**config.mk**
```make
export PLATFORM = sky130hd
export DESIGN_NAME = fft_frame_driver
export DESIGN_NICKNAME = d
export VERILOG_FILES = /design/src/rtl/fft_pkg.sv /design/src/rtl/fft_bin_serializer.sv /design/src/rtl/fft_frame_driver.sv
export SDC_FILE = /design/constraint.sdc
export NUM_CORES = 2
export LEC_CHECK = 0
export CAP_MARGIN = 10
export CORE_AREA = 5 5 473 475
export DETAILED_ROUTE_END_ITERATION = 16
export DIE_AREA = 0 0 478 480
export PLACE_DENSITY = 0.36
export SYNTH_ARGS = -nofsm -noshare
export SYNTH_HDL_FRONTEND = slang
export SYNTH_SLANG_ARGS = --single-unit
```
**constraint.sdc**
```tcl
create_clock -name clk -period 39.6 [get_ports clk]
set_clock_uncertainty 0.2 [all_clocks]
set_input_delay 11.88 -clock clk [delete_from_list [all_inputs] [get_ports clk]]
set_output_delay 11.88 -clock clk [all_outputs]
set_load 0.005 [all_outputs]
```
**src/rtl/fft_pkg.sv**
```systemverilog
// fft_pkg: shared types and helpers for the FFT frame driver.
//   complex_t : packed {re, im}, 18-bit signed Q1.17 each
//   state_t   : frame driver states FILL / ARM / RUN / DRAIN
//   bitrev4   : 4-bit bit reversal used to place samples in the core's input order
package fft_pkg;

  localparam int N_PTS  = 16;
  localparam int LOG2_N = 4;
  localparam int CPLX_W = 36;

  typedef struct packed {
    logic signed [17:0] re;
    logic signed [17:0] im;
  } complex_t;

  typedef enum logic [1:0] {FILL, ARM, RUN, DRAIN} state_t;

  function automatic logic [LOG2_N-1:0] bitrev4(input logic [LOG2_N-1:0] k);
    return {k[0], k[1], k[2], k[3]};
  endfunction

endpackage

```
**src/rtl/fft_bin_serializer.sv**
```systemverilog
// fft_bin_serializer: captures the 16 FFT bins on i_capture and drains them
// one per valid/ready handshake, in bin order.
// Optional build macro FFT_MAG_EN: present |re|+|im| (saturated, unsigned)
// in the low 18 bits instead of the raw complex word.
// Ports:
//   clk, reset      clock, asynchronous active-high reset
//   i_capture       load all bins from i_fft_out and start presenting bin 0
//   i_fft_out       16 x 36-bit bins, slot j at [36j+35:36j]
//   i_m_ready       downstream ready
//   o_m_valid       bin stream valid
//   o_m_data        presented bin word (registered)
//   o_m_index       bin number of o_m_data
//   o_m_last        high with bin 15
//   o_drain_done    bin-15 handshake happens this cycle
module fft_bin_serializer
  import fft_pkg::*;
(
  input  logic                      clk,
  input  logic                      reset,
  input  logic                      i_capture,
  input  logic [N_PTS*CPLX_W-1:0]   i_fft_out,
  input  logic                      i_m_ready,
  output logic                      o_m_valid,
  output logic [CPLX_W-1:0]         o_m_data,
  output logic [LOG2_N-1:0]         o_m_index,
  output logic                      o_m_last,
  output logic                      o_drain_done
);

  complex_t            r_buf [N_PTS];
  logic                r_valid;
  logic [CPLX_W-1:0]   r_data;
  logic [LOG2_N-1:0]   r_idx;
  logic                r_last;
  logic [LOG2_N-1:0]   w_idx_nxt;

  function automatic logic [CPLX_W-1:0] present(input complex_t b);
`ifdef FFT_MAG_EN
    logic signed [18:0] x_re;
    logic signed [18:0] x_im;
    logic [18:0]        abs_re;
    logic [18:0]        abs_im;
    logic [19:0]        sum;
    logic [17:0]        mag;
    // 19-bit intermediates so that |-2^17| = 2^17 is representable
    x_re   = 19'(b.re);
    x_im   = 19'(b.im);
    abs_re = x_re[18] ? 19'(-x_re) : 19'(x_re);
    abs_im = x_im[18] ? 19'(-x_im) : 19'(x_im);
    sum    = {1'b0, abs_re} + {1'b0, abs_im};
    mag    = (sum > 20'h3FFFF) ? 18'h3FFFF : sum[17:0];
    return {18'b0, mag};
`else
    return b;
`endif
  endfunction

  assign w_idx_nxt    = r_idx + 4'd1;
  assign o_drain_done = r_valid & r_last & i_m_ready;

  always_ff @(posedge clk or posedge reset) begin
    if (reset) begin
      for (int j = 0; j < N_PTS; j++) r_buf[j] <= '0;
      r_valid <= 1'b0;
      r_data  <= '0;
      r_idx   <= '0;
      r_last  <= 1'b0;
    end else if (i_capture) begin
      for (int j = 0; j < N_PTS; j++) r_buf[j] <= i_fft_out[j*CPLX_W +: CPLX_W];
      r_valid <= 1'b1;
      r_data  <= present(i_fft_out[0 +: CPLX_W]);
      r_idx   <= '0;
      r_last  <= 1'b0;
    end else if (r_valid && i_m_ready) begin
      if (r_last) begin
        r_valid <= 1'b0;
        r_last  <= 1'b0;
        r_idx   <= '0;
        r_data  <= '0;
      end else begin
        r_idx  <= w_idx_nxt;
        r_data <= present(r_buf[w_idx_nxt]);
        r_last <= (w_idx_nxt == 4'(N_PTS-1));
      end
    end
  end

  assign o_m_valid = r_valid;
  assign o_m_data  = r_data;
  assign o_m_index = r_idx;
  assign o_m_last  = r_last;

endmodule

```
**src/rtl/fft_frame_driver.sv**
```systemverilog
// fft_frame_driver: collects 16 audio samples into a bit-reversed frame,
// launches the 16-point FFT core with a start/done level handshake and
// streams the resulting bins out through fft_bin_serializer.
// Optional build macro FFT_MAG_EN (in fft_bin_serializer): bin magnitude
// output instead of raw complex bins.
// Ports:
//   clk, reset           clock, asynchronous active-high reset
//   s_valid/s_ready/s_data  sample input stream (accepted only in FILL)
//   fft_start            start level to core, held until done is seen
//   fft_in               16 x 36-bit complex input frame
//   fft_done, fft_out    core done level and its 16 output bins
//   m_valid/m_ready      bin output stream handshake
//   m_data, m_index, m_last  bin word, bin number, last-bin flag
//   busy                 high in any state other than FILL
//
// state | meaning
// FILL  | accepting samples into fft_in
// ARM   | frame complete, waiting for core done to be low (core idle)
// RUN   | fft_start held high until done; bins captured on first done
// DRAIN | serializer streaming bins; back to FILL after bin 15
module fft_frame_driver
  import fft_pkg::*;
#(
  parameter int SAMPLE_W = 16,
  parameter int N_PTS    = 16
) (
  input  logic                      clk,
  input  logic                      reset,
  input  logic                      s_valid,
  output logic                      s_ready,
  input  logic [SAMPLE_W-1:0]       s_data,
  output logic                      fft_start,
  output logic [N_PTS*CPLX_W-1:0]   fft_in,
  input  logic                      fft_done,
  input  logic [N_PTS*CPLX_W-1:0]   fft_out,
  output logic                      m_valid,
  input  logic                      m_ready,
  output logic [CPLX_W-1:0]         m_data,
  output logic [LOG2_N-1:0]         m_index,
  output logic                      m_last,
  output logic                      busy
);

  localparam logic [LOG2_N-1:0] LAST_K = 4'(N_PTS-1);

  state_t                     r_state;
  logic [LOG2_N-1:0]          r_cnt;
  logic [N_PTS*CPLX_W-1:0]    r_fft_in;
  logic                       r_fft_start;
  logic                       r_s_ready;
  logic                       r_busy;

  logic signed [17:0]         w_re;
  logic [LOG2_N-1:0]          w_slot;
  logic                       w_xfer;
  logic                       w_capture;
  logic                       w_drain_done;

  // Sample into Q1.17: sign-extend to 18 bits, then align MSB to bit 17
  assign w_re      = 18'(signed'(s_data)) <<< (18 - SAMPLE_W);
  assign w_slot    = bitrev4(r_cnt);
  assign w_xfer    = s_valid & r_s_ready;
  assign w_capture = (r_state == RUN) & fft_done;

  always_ff @(posedge clk or posedge reset) begin
    if (reset) begin
      r_state     <= FILL;
      r_cnt       <= '0;
      r_fft_in    <= '0;
      r_fft_start <= 1'b0;
      r_s_ready   <= 1'b1;
      r_busy      <= 1'b0;
    end else begin
      case (r_state)
        FILL: begin
          if (w_xfer) begin
            for (int j = 0; j < N_PTS; j++) begin
              if (4'(j) == w_slot) r_fft_in[j*CPLX_W +: CPLX_W] <= {w_re, 18'd0};
            end
            r_cnt <= r_cnt + 4'd1;
            if (r_cnt == LAST_K) begin
              r_state   <= ARM;
              r_s_ready <= 1'b0;
              r_busy    <= 1'b1;
            end
          end
        end
        ARM: begin
          // done low means the core has finished any previous run
          if (!fft_done) begin
            r_state     <= RUN;
            r_fft_start <= 1'b1;
          end
        end
        RUN: begin
          if (fft_done) begin
            r_state     <= DRAIN;
            r_fft_start <= 1'b0;
          end
        end
        DRAIN: begin
          if (w_drain_done) begin
            r_state   <= FILL;
            r_cnt     <= '0;
            r_s_ready <= 1'b1;
            r_busy    <= 1'b0;
          end
        end
        default: r_state <= FILL;
      endcase
    end
  end

  fft_bin_serializer u_ser (
    .clk          (clk),
    .reset        (reset),
    .i_capture    (w_capture),
    .i_fft_out    (fft_out),
    .i_m_ready    (m_ready),
    .o_m_valid    (m_valid),
    .o_m_data     (m_data),
    .o_m_index    (m_index),
    .o_m_last     (m_last),
    .o_drain_done (w_drain_done)
  );

  assign s_ready   = r_s_ready;
  assign fft_start = r_fft_start;
  assign fft_in    = r_fft_in;
  assign busy      = r_busy;

endmodule

```
==> impl_table.tex <==
\begin{tabular}{lr}
\hline
Metric & Value \\
\hline
\multicolumn{2}{l}{\textbf{Setup path}} \\
\quad Nature of the critical path endpoint & async pin \\
\quad Data arrival time at the worst-slack endpoint & 16.76 ns \\
\quad Critical path fanouts, max & 104 \\
\quad Slowest-stage cell, CP & buf\_4 \\
\quad Endpoint required time on the critical path & 40.14 ns \\
\quad Worst path most repeated cell & buf\_4 \\
\quad Reg-to-reg setup timing slack & 34.54 ns \\
\quad Top cell family by delay on the critical path & buffers and inverters \\
\quad Ordered cell list for the critical path & clkdlybuf4s50\_1 -> inv\_8 -> buf\_4 -> buf\_4 -> buf\_4 -> buf\_4 -> buf\_4 \\
\quad Largest incremental delay on the critical path & 0.90 ns \\
\quad Worst path bufs/invs & 7 \\
\quad Critical path start-end classification & input port to async pin \\
\quad Launching element type of the critical path & input port \\
\multicolumn{2}{l}{\textbf{Timing}} \\
\quad Highest clock rate & 61.6 MHz \\
\quad Shortest period the worst path allows & 16.22 ns \\
\quad Max transition margin & 0.207 \\
\quad Unrepaired setup endpoints after global routing & no \\
\quad Setup TNS & 0 ns \\
\quad Final number of max-transition violations & 0 \\
\quad Post-route clock period utilization & 0.410 \\
\quad Least-Margin Pin Slew & 1.19 ns \\
\quad Worst setup slack after layout & 23.38 ns \\
\quad Final Hold Violating Endpoints & 0 \\
\quad Final setup vio count & 0 \\
\quad Final-layout worst hold slack & 0.267 ns \\
\multicolumn{2}{l}{\textbf{Placed design}} \\
\quad Total cell area at the placement stage & 51400 um2 \\
\quad RePlAce Congestion & 0.790 \\
\quad Buffers added on ports & 897 \\
\quad Worst slack, placed & 22.19 ns \\
\quad Half-perimeter wire length of the detailed placement result & 129000 um \\
\multicolumn{2}{l}{\textbf{Detailed routing}} \\
\quad First-iteration detailed-routing DRC count & 1578 \\
\quad Number of vias in the routed layout & 29500 \\
\quad Number of detailed-route iterations in the first pass & 5 \\
\quad Detail-routed net length per standard cell & 22.9 um \\
\quad Drt via density & 3.85 \\
\quad Drc violations & 0 \\
\quad Number of nets still failing antenna checks after routing & 0 \\
\quad DRT Wirelength & 175000 um \\
\multicolumn{2}{l}{\textbf{GRT}} \\
\quad Aggregate global-route resource usage & 0.147 \\
\quad Vias in the first global route & 30400 \\
\quad Global route overflow & 0 \\
\quad Initial antenna violation count & 67 \\
\quad Global-route wire length before repair & 242000 um \\
\quad Largest net degree at the start of global routing & 191 \\
\multicolumn{2}{l}{\textbf{Yosys}} \\
\quad Fraction of synthesized cell area taken by the top area cell type & 0.545 \\
\quad Prevailing post-synth register cell & dfrtp\_1 \\
\quad Count of state elements after synthesis & 883 \\
\quad Leading cell types by total area after synthesis & dfrtp\_1, nand2\_1, mux2\_2 \\
\quad Ranking of synthesized cells by instance count & nand2\_1, dfrtp\_1, buf\_4 \\
\quad Area of the mapped netlist & 40500 um2 \\
\quad FFs w/ async S/R, synth & 1.00 \\
\quad Cell type with the largest total area after synthesis & dfrtp\_1 \\
\quad Post-synthesis instance total & 3835 \\
\quad Sequential fraction of the synthesis area & 0.546 \\
\quad Number of distinct library cells after synthesis & 45 \\
\quad YS warnings & 0 \\
\quad Synth Area per Inst & 10.6 um2 \\
\quad Number of enable flip-flop cells after synthesis & 0 \\
\quad Top-count cell post-synth & nand2\_1 \\
\multicolumn{2}{l}{\textbf{Final layout}} \\
\quad Final-stage net count & 5286 \\
\quad Layout area overhead & 36.6\% \\
\quad Fraction of layout instances using a drive strength above 1 & 0.150 \\
\quad Final non-filler cell area & 55300 um2 \\
\multicolumn{2}{l}{\textbf{Worst hold path}} \\
\quad Min-Delay Path Class & register to register \\
\multicolumn{2}{l}{\textbf{Power and ir drop}} \\
\quad Leakage component of the power & 26.1 nW \\
\quad VDD IR max & 0.0000634 V \\
\quad Pwr/cell area & 74.6 nW/um2 \\
\multicolumn{2}{l}{\textbf{Job}} \\
\quad Number of violations of the max-capacitance limit & 0 \\
\multicolumn{2}{l}{\textbf{Clock tree}} \\
\quad Hold-fix buffer count after cts & 0 \\
\quad Maximum buffer depth of the clock tree & 3 \\
\quad Clock tree from TritonCTS & done \\
\quad H-tree level count & 3 \\
\quad Clock transition time at the flip-flop clock pins of the worst setup and hold paths & 0.06 ns \\
\quad CTS buffer count & 111 \\
\quad Root buffer selected by CTS & clkbuf\_16 \\
\quad PostCTS Resize Cnt & 0 \\
\quad Setup repair bufs after CTS & 0 \\
\quad Insertion delay of the later-clocked pin in the worst-skew pair & 0.76 ns \\
\quad Clock sink count & 883 \\
\multicolumn{2}{l}{\textbf{Floorplan}} \\
\quad Total core area & 219000 um2 \\
\quad Die Ht & 480 um \\
\quad Initial core utilization & 0.185 \\
\quad Top-level port count & 1218 \\
\quad Number of placement rows & 172 \\
\quad Die Span X & 478 um \\
\quad Die outline area & 229000 um2 \\
\multicolumn{2}{l}{\textbf{Status}} \\
\quad Status & complete, no violations \\
\hline
\end{tabular}
## sequential cells by signal, indices dropped and copies added (netlist names)
| signal | count |
|---|---|
| u_ser.o_m_data | 36 |
| fft_in | 256 |
| fft_start | 1 |
| u_ser.r_buf | 576 |
| s_ready | 1 |
| u_ser.o_m_valid | 1 |
| u_ser.o_m_last | 1 |
| r_state | 2 |
| u_ser.o_m_index | 4 |
| busy | 1 |
| r_cnt | 4 |
## worst min-delay path, delay by kind of cell, from the launching register on
kind	cells	cell delay [ns]
DFF	1	0.33
and+or+nand+nor	2	0.10
## final cells by class
| class | instances | area, um2 |
|---|---|---|
| antenna | 18 | 45.0 |
| clock buffer | 173 | 3310 |
| clock inverter | 34 | 581 |
| fill | 23400 | 164000 |
| inverter | 9 | 41.3 |
| multi-input combinational | 2723 | 16200 |
| sequential | 883 | 22100 |
| tap | 2871 | 3590 |
| timing repair buffer | 950 | 9430 |
## where the power goes
group	internal [mW]	switching, mW
clock	0.647	0.436
combinational	0.715	0.909
sequential	1.23	0.188
## worst paths after layout
| kind | startpoint | endpoint | cells after the start |
|---|---|---|---|
| min | u_ser.r_buf[228] | u_ser.r_buf[228] | 2 |
| max reg2reg | r_state[0] | u_ser.r_buf[397] | 9 |
| min in group asynchronous | reset | fft_in[99] | 2 |
| min reg2reg | u_ser.r_buf[228] | u_ser.r_buf[228] | 2 |
| max | reset | u_ser.r_buf[234] | 7 |
| max in group clk | fft_done | u_ser.r_buf[397] | 8 |
## through the flow
stage	power (mW)	utilization	cells
finish	4.13	0.253	7661
floorplan	2.38	-	4154
detailed placement	3.11	0.235	7436
global route	4.43	0.253	7650
CTS	4.23	0.253	7643
global placement	3.10	0.235	7436
## cells by family (layout without fill, tap and decap cells)
logic type / after synthesis / count (layout) / synth area share
xor+xnor: 2 / 2 / 0.000896
fa+ha+maj: 11 / 11 / 0.00340
buf+inv: 548 / 1166 / 0.0848
other cells: 1 / 338 / 0.0000926
mux: 509 / 509 / 0.179
compound gates: 62 / 62 / 0.0149
flops: 883 / 883 / 0.546
simple gates: 1819 / 1819 / 0.171
## metal layers
metal  vias to the layer above  wire [um]  global-route usage
li1                      13500          -                   -
met1                     14900      79300               0.200
met2                       913      79800               0.231
met3                       219      12300              0.0416
met4                        28       3560              0.0343
met5                         -        150                   0
## cell usage in the layout, fill, tap and decap left out, drive strengths merged, types with 3 or more instances in the layout
cell           Yosys  final
diode              0     18
nand3              6      6
nor2              11     11
inv                9     13
buf              391     53
mux2             293    293
nor3               4      4
o21ai              8      8
clkbuf           148    173
clkinvlp           0      3
dfrtp            882    882
clkinv             0     16
conb               1    320
nand2           1783   1783
clkdlybuf4s50      0    897
a21oi              7      7
and2               8      8
mux2i             72     72
a22oi              3      3
ha                11     11
mux4             144    144
bufinv             0     11
o211ai            35     35
Note: power is estimated with default switching activity, not from simulation.
